==> src/rtl/uart_pkg.sv <==
// Shared defaults and helpers for the UART baud-tick generator.
package uart_pkg;

  localparam int DEF_DIV_W      = 16;
  localparam int DEF_FRAC_W     = 4;
  localparam int DEF_OVERSAMPLE = 16;
  localparam int OS_W           = $clog2(DEF_OVERSAMPLE);

  // Integer clocks per oversample tick; the fractional remainder is dropped.
  function automatic int default_div(input int clk, input int baud, input int os);
    return clk / (baud * os);
  endfunction

endpackage

==> src/rtl/uart_baud_gen.sv <==
// Programmable UART baud-tick generator: oversampled rx_tick plus bit-rate tx_tick from one divisor counter.
// Optional fractional divisor accumulator is built only when UART_BAUD_FRAC_EN is defined.
module uart_baud_gen
  import uart_pkg::*;
#(
  parameter int CLK_FREQ   = 100_000_000,
  parameter int BAUD_RATE  = 9600,
  parameter int OVERSAMPLE = DEF_OVERSAMPLE,
  parameter int DIV_W      = DEF_DIV_W,
  parameter int FRAC_W     = DEF_FRAC_W
) (
  input  logic                          sys_clk,
  input  logic                          rst_n,
  input  logic                          en,
  input  logic                          div_load,
  input  logic [DIV_W-1:0]              div_int,
  input  logic [FRAC_W-1:0]             div_frac,
  input  logic                          rx_sync,
  output logic                          rx_tick,
  output logic                          tx_tick,
  output logic [$clog2(OVERSAMPLE)-1:0] os_phase,
  output logic                          div_err
);

  localparam int               PH_W      = $clog2(OVERSAMPLE);
  localparam logic [DIV_W-1:0] DIV_RESET = DIV_W'(default_div(CLK_FREQ, BAUD_RATE, OVERSAMPLE));
  localparam logic [DIV_W-1:0] DIV_MIN   = DIV_W'(2);
  localparam logic [PH_W-1:0]  PH_LAST   = PH_W'(OVERSAMPLE - 1);
  localparam logic [PH_W-1:0]  PH_MID    = PH_W'(OVERSAMPLE / 2);

  logic [DIV_W-1:0] r_cnt;
  logic [DIV_W-1:0] r_div_act;
  logic [DIV_W-1:0] r_div_shadow;
  logic [PH_W-1:0]  r_os_phase;
  logic             r_rx_tick;
  logic             r_tx_tick;
  logic             r_div_err;

  logic             w_load_ok;
  logic             w_load_bad;
  logic             w_wrap;
  logic [DIV_W-1:0] w_div_shadow_nxt;
  logic [DIV_W:0]   w_cnt_inc;
  logic [DIV_W:0]   w_period;

  assign w_load_ok        = div_load && (div_int >= DIV_MIN);
  assign w_load_bad       = div_load && (div_int < DIV_MIN);
  // A load in the same cycle as a boundary or sync takes effect at that boundary.
  assign w_div_shadow_nxt = w_load_ok ? div_int : r_div_shadow;
  assign w_cnt_inc        = {1'b0, r_cnt} + (DIV_W+1)'(1);
  assign w_wrap           = en && (w_cnt_inc == w_period);

`ifdef UART_BAUD_FRAC_EN
  logic [FRAC_W-1:0] r_frac_act;
  logic [FRAC_W-1:0] r_frac_shadow;
  logic [FRAC_W-1:0] r_acc;
  logic              r_extra;
  logic [FRAC_W-1:0] w_frac_shadow_nxt;
  logic [FRAC_W:0]   w_acc_sum;

  assign w_frac_shadow_nxt = w_load_ok ? div_frac : r_frac_shadow;
  assign w_acc_sum         = {1'b0, r_acc} + {1'b0, r_frac_act};
  // A carry out of the accumulator stretches the following period by one clock.
  assign w_period          = {1'b0, r_div_act} + {{DIV_W{1'b0}}, r_extra};

  always_ff @(posedge sys_clk or negedge rst_n) begin
    if (!rst_n) begin
      r_frac_act    <= '0;
      r_frac_shadow <= '0;
      r_acc         <= '0;
      r_extra       <= 1'b0;
    end else begin
      r_frac_shadow <= w_frac_shadow_nxt;
      if (rx_sync) begin
        r_frac_act <= w_frac_shadow_nxt;
        r_acc      <= '0;
        r_extra    <= 1'b0;
      end else if (w_wrap) begin
        r_frac_act <= w_frac_shadow_nxt;
        r_acc      <= w_acc_sum[FRAC_W-1:0];
        r_extra    <= w_acc_sum[FRAC_W];
      end
    end
  end
`else
  logic w_unused_frac;

  assign w_unused_frac = ^div_frac;
  assign w_period      = {1'b0, r_div_act};
`endif

  always_ff @(posedge sys_clk or negedge rst_n) begin
    if (!rst_n) begin
      r_div_shadow <= DIV_RESET;
      r_div_err    <= 1'b0;
    end else begin
      r_div_shadow <= w_div_shadow_nxt;
      r_div_err    <= w_load_bad;
    end
  end

  // Sync has priority over a wrap and ignores en so realignment is never lost.
  always_ff @(posedge sys_clk or negedge rst_n) begin
    if (!rst_n) begin
      r_cnt      <= '0;
      r_div_act  <= DIV_RESET;
      r_os_phase <= '0;
      r_rx_tick  <= 1'b0;
      r_tx_tick  <= 1'b0;
    end else if (rx_sync) begin
      r_cnt      <= '0;
      r_div_act  <= w_div_shadow_nxt;
      r_os_phase <= PH_MID;
      r_rx_tick  <= 1'b0;
      r_tx_tick  <= 1'b0;
    end else if (w_wrap) begin
      r_cnt      <= '0;
      r_div_act  <= w_div_shadow_nxt;
      r_os_phase <= r_os_phase + PH_W'(1);
      r_rx_tick  <= 1'b1;
      r_tx_tick  <= (r_os_phase == PH_LAST);
    end else begin
      r_rx_tick <= 1'b0;
      r_tx_tick <= 1'b0;
      if (en) begin
        r_cnt <= r_cnt + DIV_W'(1);
      end
    end
  end

  assign rx_tick  = r_rx_tick;
  assign tx_tick  = r_tx_tick;
  assign os_phase = r_os_phase;
  assign div_err  = r_div_err;

endmodule
==> config.mk <==
export PLATFORM = sky130hd
export DESIGN_NAME = uart_baud_gen
export DESIGN_NICKNAME = d
export VERILOG_FILES = /design/src/rtl/uart_pkg.sv /design/src/rtl/uart_baud_gen.sv
export SDC_FILE = /design/constraint.sdc
export NUM_CORES = 1
export LEC_CHECK = 0
export ABC_AREA = 1
export ABC_CLOCK_PERIOD_IN_PS = 2400
export CAP_MARGIN = 0
export CORE_MARGIN = 2
export CORE_UTILIZATION = 50
export CTS_BUF_LIST = sky130_fd_sc_hd__clkbuf_4
export DETAILED_ROUTE_END_ITERATION = 12
export GPL_TIMING_DRIVEN = 1
export PLACE_DENSITY = 0.75
export SYNTH_ARGS = -nofsm -noshare
export SYNTH_HDL_FRONTEND = slang
export SYNTH_SLANG_ARGS = --single-unit
==> constraint.sdc <==
create_clock -name sys_clk -period 2.4 [get_ports sys_clk]
set_input_delay 0.48 -clock sys_clk [delete_from_list [all_inputs] [get_ports sys_clk]]
set_output_delay 0.48 -clock sys_clk [all_outputs]
set_load 0.05 [all_outputs]
# Word-level counts from Yosys, hierarchy flattened
# Index checks and enable logic that the tools add are counted.
# word_totals
register_bits	55
output_inout_bits	7
inputBits	25
word_cells	31
# op_classes
n_addsub	3
eq_ne	2
reduce_logical	5
order_cmp	2
n_mux	12
# ops
op	n
$mux W16	6
$add A16 B1 Y17 const B	1
$eq A17 B16 Y1	1
$add A16 B1 Y16 const B	1
$ge A16 B2 Y1 const B	1
$lt A16 B2 Y1 const B	1
$mux W4	2
$add A4 B1 Y4 const B	1
$eq A4 B4 Y1 const B	1
$mux W1	4
$logic_and A1 B1 Y1	3
$reduce_bool A3 Y1	1
$reduce_bool A2 Y1	1

# Longest topological paths before layout
# depth
depth_word	5
mapped_depth	16
ltp_nobuf	15

# Worst setup path after synthesis
# No wires, ideal clock.
# synth_path
path_type	flip-flop to flip-flop
startpoint	register r_cnt[0]
endpoint	register r_div_act[14]
required_time_ps	2283
setup_time_ps	117
arrival_time_ps	1888
n_path_buf	2
setup_slack_ps	395
synth_period_minus_slack_ps	2005
stages_incl_launch_ff	15
path_cell_list	dfrtp_1 > ha_1 > nand2_2 > nor2_4 > nand3_1 > nand3_1 > nand2_1 > nor2_1 > nand2_1 > nor2_1 > nand3_2 > buf_6 > buf_6 > nand3_1 > nand2_1
# synth_via
elab_chain_cells	4
# synth_lines
element	line	rtl
from (decl)	uart_baud_gen.sv:31	logic [DIV_W-1:0] r_cnt;
from (signal assigned)	uart_baud_gen.sv:126	r_cnt <= r_cnt + DIV_W'(1);
$add A16 B1 Y17	uart_baud_gen.sv:50	assign w_cnt_inc = {1'b0, r_cnt} + (DIV_W+1)'(1);
$eq A17 B16 Y1	uart_baud_gen.sv:51	assign w_wrap = en && (w_cnt_inc == w_period);
$logic_and A1 B1 Y1	uart_baud_gen.sv:51	
$reduce_bool A2 Y1 (no source line)	--	
to (signal assigned)	uart_baud_gen.sv:112	r_div_act <= w_div_shadow_nxt;
to (signal assigned)	uart_baud_gen.sv:118	r_div_act <= w_div_shadow_nxt;
to (decl)	uart_baud_gen.sv:32	logic [DIV_W-1:0] r_div_act;
# No other way between the ends.
# A chain may end at the register's enable or synchronous reset.

# Worst setup path after layout
# layout_path
startpoint	register r_cnt[0]
endpoint	register r_div_act[5]
# The elaborated chain is that of the path after synthesis.

==> impl_metrics.toml <==
[run_status]
status = "finished, final reports clean"

[finish]
final_layout_size_suffix_gt1_frac = 0.0854
nFillCells = 636
n_antenna_cell = 0
fin_util = 0.582
syn2layout_area_growth_pct = 13.9
finish.net_count = 518
design_area_um2 = 3630

[synth]
synth_area_leaders = "dfrtp_1 (35%), nand2_1 (22%), nand3_1 (12%)"
syn_avg_cell_area_um2 = 6.94
syn-cell-area_um2 = 3190
synth.top_cell.area_share = 0.353
synth_cells = 459
yosysSeqAreaShare = 0.436
synth.distinct_cells = 25
ys_seq_elements = 55
yosys_warnings = 0
synth_top_cell_by_area = "dfrtp_1"
synth_nets = 486

[worst_setup_path]
start_kind = "flop"
r2r-start = "r_cnt[0]$_DFFE_PN0P_"
worstPathMaxFanout = 16
r2r_slack_ns = 0.18
crit_type = "flop to flop"
reg2regPathDepth = 13
crit_arrival_ns = 2.53
crit_path_end_kind = "flop"
worstPathRequired_ns = 2.71
r2r_end = "r_div_act[5]$_DFFE_PN0P_"

[timing]
rsz0062_at_grt = "false"
worst_slack_ns = 0.180
finalClockSkew_ns = 0.0152
setup_viol = 0
timing.final.crit_share = 0.925
max_clock_freq_ghz = 0.450
worstMarginPinSlew_ns = 0.698
hold_viol_final = 0
slew_headroom = 0.535
setup_tns_ns = 0
slew_viol_final = 0
fin_crit_ns = 2.22

[floorplanning]
ios = 32
start_util = 0.511
die_w_um = 83.8
coreArea_um2 = 6240
die_h_um = 83.8
dieArea_um2 = 7030
rows = 29

[clock_tree]
cts_tree = "done"
cts_max_level = 2
clock_latency_ns = 0.39
cts_buffers = 5
clockRootBuffer = "clkbuf_4"
cts.clk_slew.worst_paths_ns = 0.18
clock-sinks = 55
clk_path_buf_depth = 2

[routing]
num_vias = 2958
drt_iter0_markers = 175
dr.pass1.iters = 4
drt-vias-per-instance = 5.20
drc = 0
post_drt_wl_per_cell_um = 12.5
drt-total-wl_um = 7110
ant_nets = 0

[power]
vdd_ir_drop_max_mv = 0.318
p_int_uw = 1240
p_leak_uw = 0.00185
power_frac_clock = 0.256
swShare = 0.308
combPwrFrac = 0.163
power_switching_uw = 553
powerDensity_nw_per_um2 = 495
total_power_uw = 1800
pwr-share-seq = 0.581

[hold_path]
hold_class = "input pin to async pin"

[global_routing]
grt_antenna_before_repair = 0
grt_max_degree = 56
grt_pass1_vias = 2833
overflow = 0
grt_pass1_wl_um = 12500
track_usage = 0.216

[place]
dpl_cell_area_um2 = 3550
dp_hpwl_um = 5220
port_buffers = 27
gp_congestion = 0.855
post-place-ws_ns = -0.0534

[run]
cap_viol_max_count = 0
==> registers in the layout (all words and copies together) (netlist names) <==
name / flops
div_err: 1
rx_tick: 1
tx_tick: 1
r_div_act: 16
os_phase: 4
r_div_shadow: 16
r_cnt: 16
==> metal layers <==
layer | part of all wire | global-route usage | wire length (um) | up-vias
met1 | 0.48 | 0.283 | 3430 | 1359
met5 | 0 | 0 | 0 | -
li1 | - | - | - | 1541
met4 | 0.012 | 0.0528 | 85 | 0
met3 | 0.031 | 0.0346 | 220 | 8
met2 | 0.47 | 0.373 | 3370 | 50
==> cells by family (layout without fill, tap and decap cells) <==
logic type      count (synthesis)  in the layout  synth area share
buf+inv                        49             82            0.0675
compound gates                  8              8            0.0133
flops                          55             55             0.436
simple gates                  343            343             0.470
xor+xnor                        2              2           0.00550
fa+ha+maj                       2              2           0.00785
==> power by group through the flow <==
stage	clock network, uW	logic [uW]	registers, uW
finish	461	292	1040
global route	516	335	1050
CTS	477	291	1040
detailed placement	0	289	1060
global placement	0	284	1060
floorplan	0	168	1060
==> Yosys cell counts <==
cell,number
nor2_2,3
xor2_1,2
nor2_1,42
o21ai_0,1
buf_6,4
nor3_2,1
nor4_1,3
nand2_1,188
o21bai_1,1
nor3_1,2
o21ai_1,2
buf_1,3
inv_1,34
clkbuf_1,7
nand3b_1,10
nand3_2,2
dfstp_2,10
ha_1,2
nor2_4,1
dfrtp_1,45
a21oi_1,4
nand3_1,79
buf_2,1
nand4_1,10
nand2_2,2
==> worst max-delay path, cell delays in order, from the launching register on <==
cell     delay (ns)
dfrtp_1        0.40
ha_2           0.23
nand2_2        0.10
nor2_4         0.20
nand3_1        0.15
nand3_1        0.14
nand2_1        0.05
nor2_1         0.12
nand2_1        0.07
nor2_1         0.12
nand3_2        0.15
buf_4          0.24
nand3_1        0.09
nand2_1        0.06
==> timing repair <==
item / 4_1_cts / 5_1_grt
endpoints found under the hold margin: 0 / 0
setup endpoints to repair: 0 / 37
setup buffers: 0 / 1
hold buffers: 0 / 0
resized for setup: 0 / 2
==> worst max path at each step <==
stage                                     from                        end
after floorplan           r_cnt[0]$_DFFE_PN0P_  r_div_act[14]$_DFFE_PN0P_
after global placement                      en  r_div_act[12]$_DFFE_PN0P_
after detailed placement                    en   r_div_act[5]$_DFFE_PN0P_
after CTS                 r_cnt[1]$_DFFE_PN0P_   r_div_act[5]$_DFFE_PN0P_
after global routing      r_cnt[9]$_DFFE_PN0P_       r_cnt[1]$_DFFE_PN0P_
final                     r_cnt[0]$_DFFE_PN0P_   r_div_act[5]$_DFFE_PN0P_
==> placed cells by master, fill, tap and decap left out, drive strengths merged, types with 4 or more instances in the layout <==
cell           netlist  routed
nand2              190     190
nand3               81      81
nor2                46      46
dfrtp               45      45
inv                 34      36
clkdlybuf4s50        0      26
buf                  8      14
nand4               10      10
nand3b              10      10
dfstp               10      10
clkbuf               7       5
a21oi                4       4
==> final cells by class <==
| type | instances | area (um2) | share of cell area |
|---|---|---|---|
| Tap cell | 77 | 96.3 | 0.0265 |
| Timing Repair Buffer | 40 | 363 | 0.0999 |
| Inverter | 34 | 128 | 0.0351 |
| Multi-Input combinational cell | 355 | 1590 | 0.438 |
| Clock buffer | 5 | 37.5 | 0.0103 |
| Sequential cell | 55 | 1390 | 0.382 |
| Clock inverter | 3 | 27.5 | 0.00758 |
==> stage by stage <==
stage / instances / hold WS (ns)
after floorplan: 459 / 0.184
after global placement: 560 / 0.456
after detailed placement: 560 / 0.458
after CTS: 568 / 0.201
after global routing: 569 / 0.229
final: 569 / 0.194
Power figures use the tool's default switching activity.
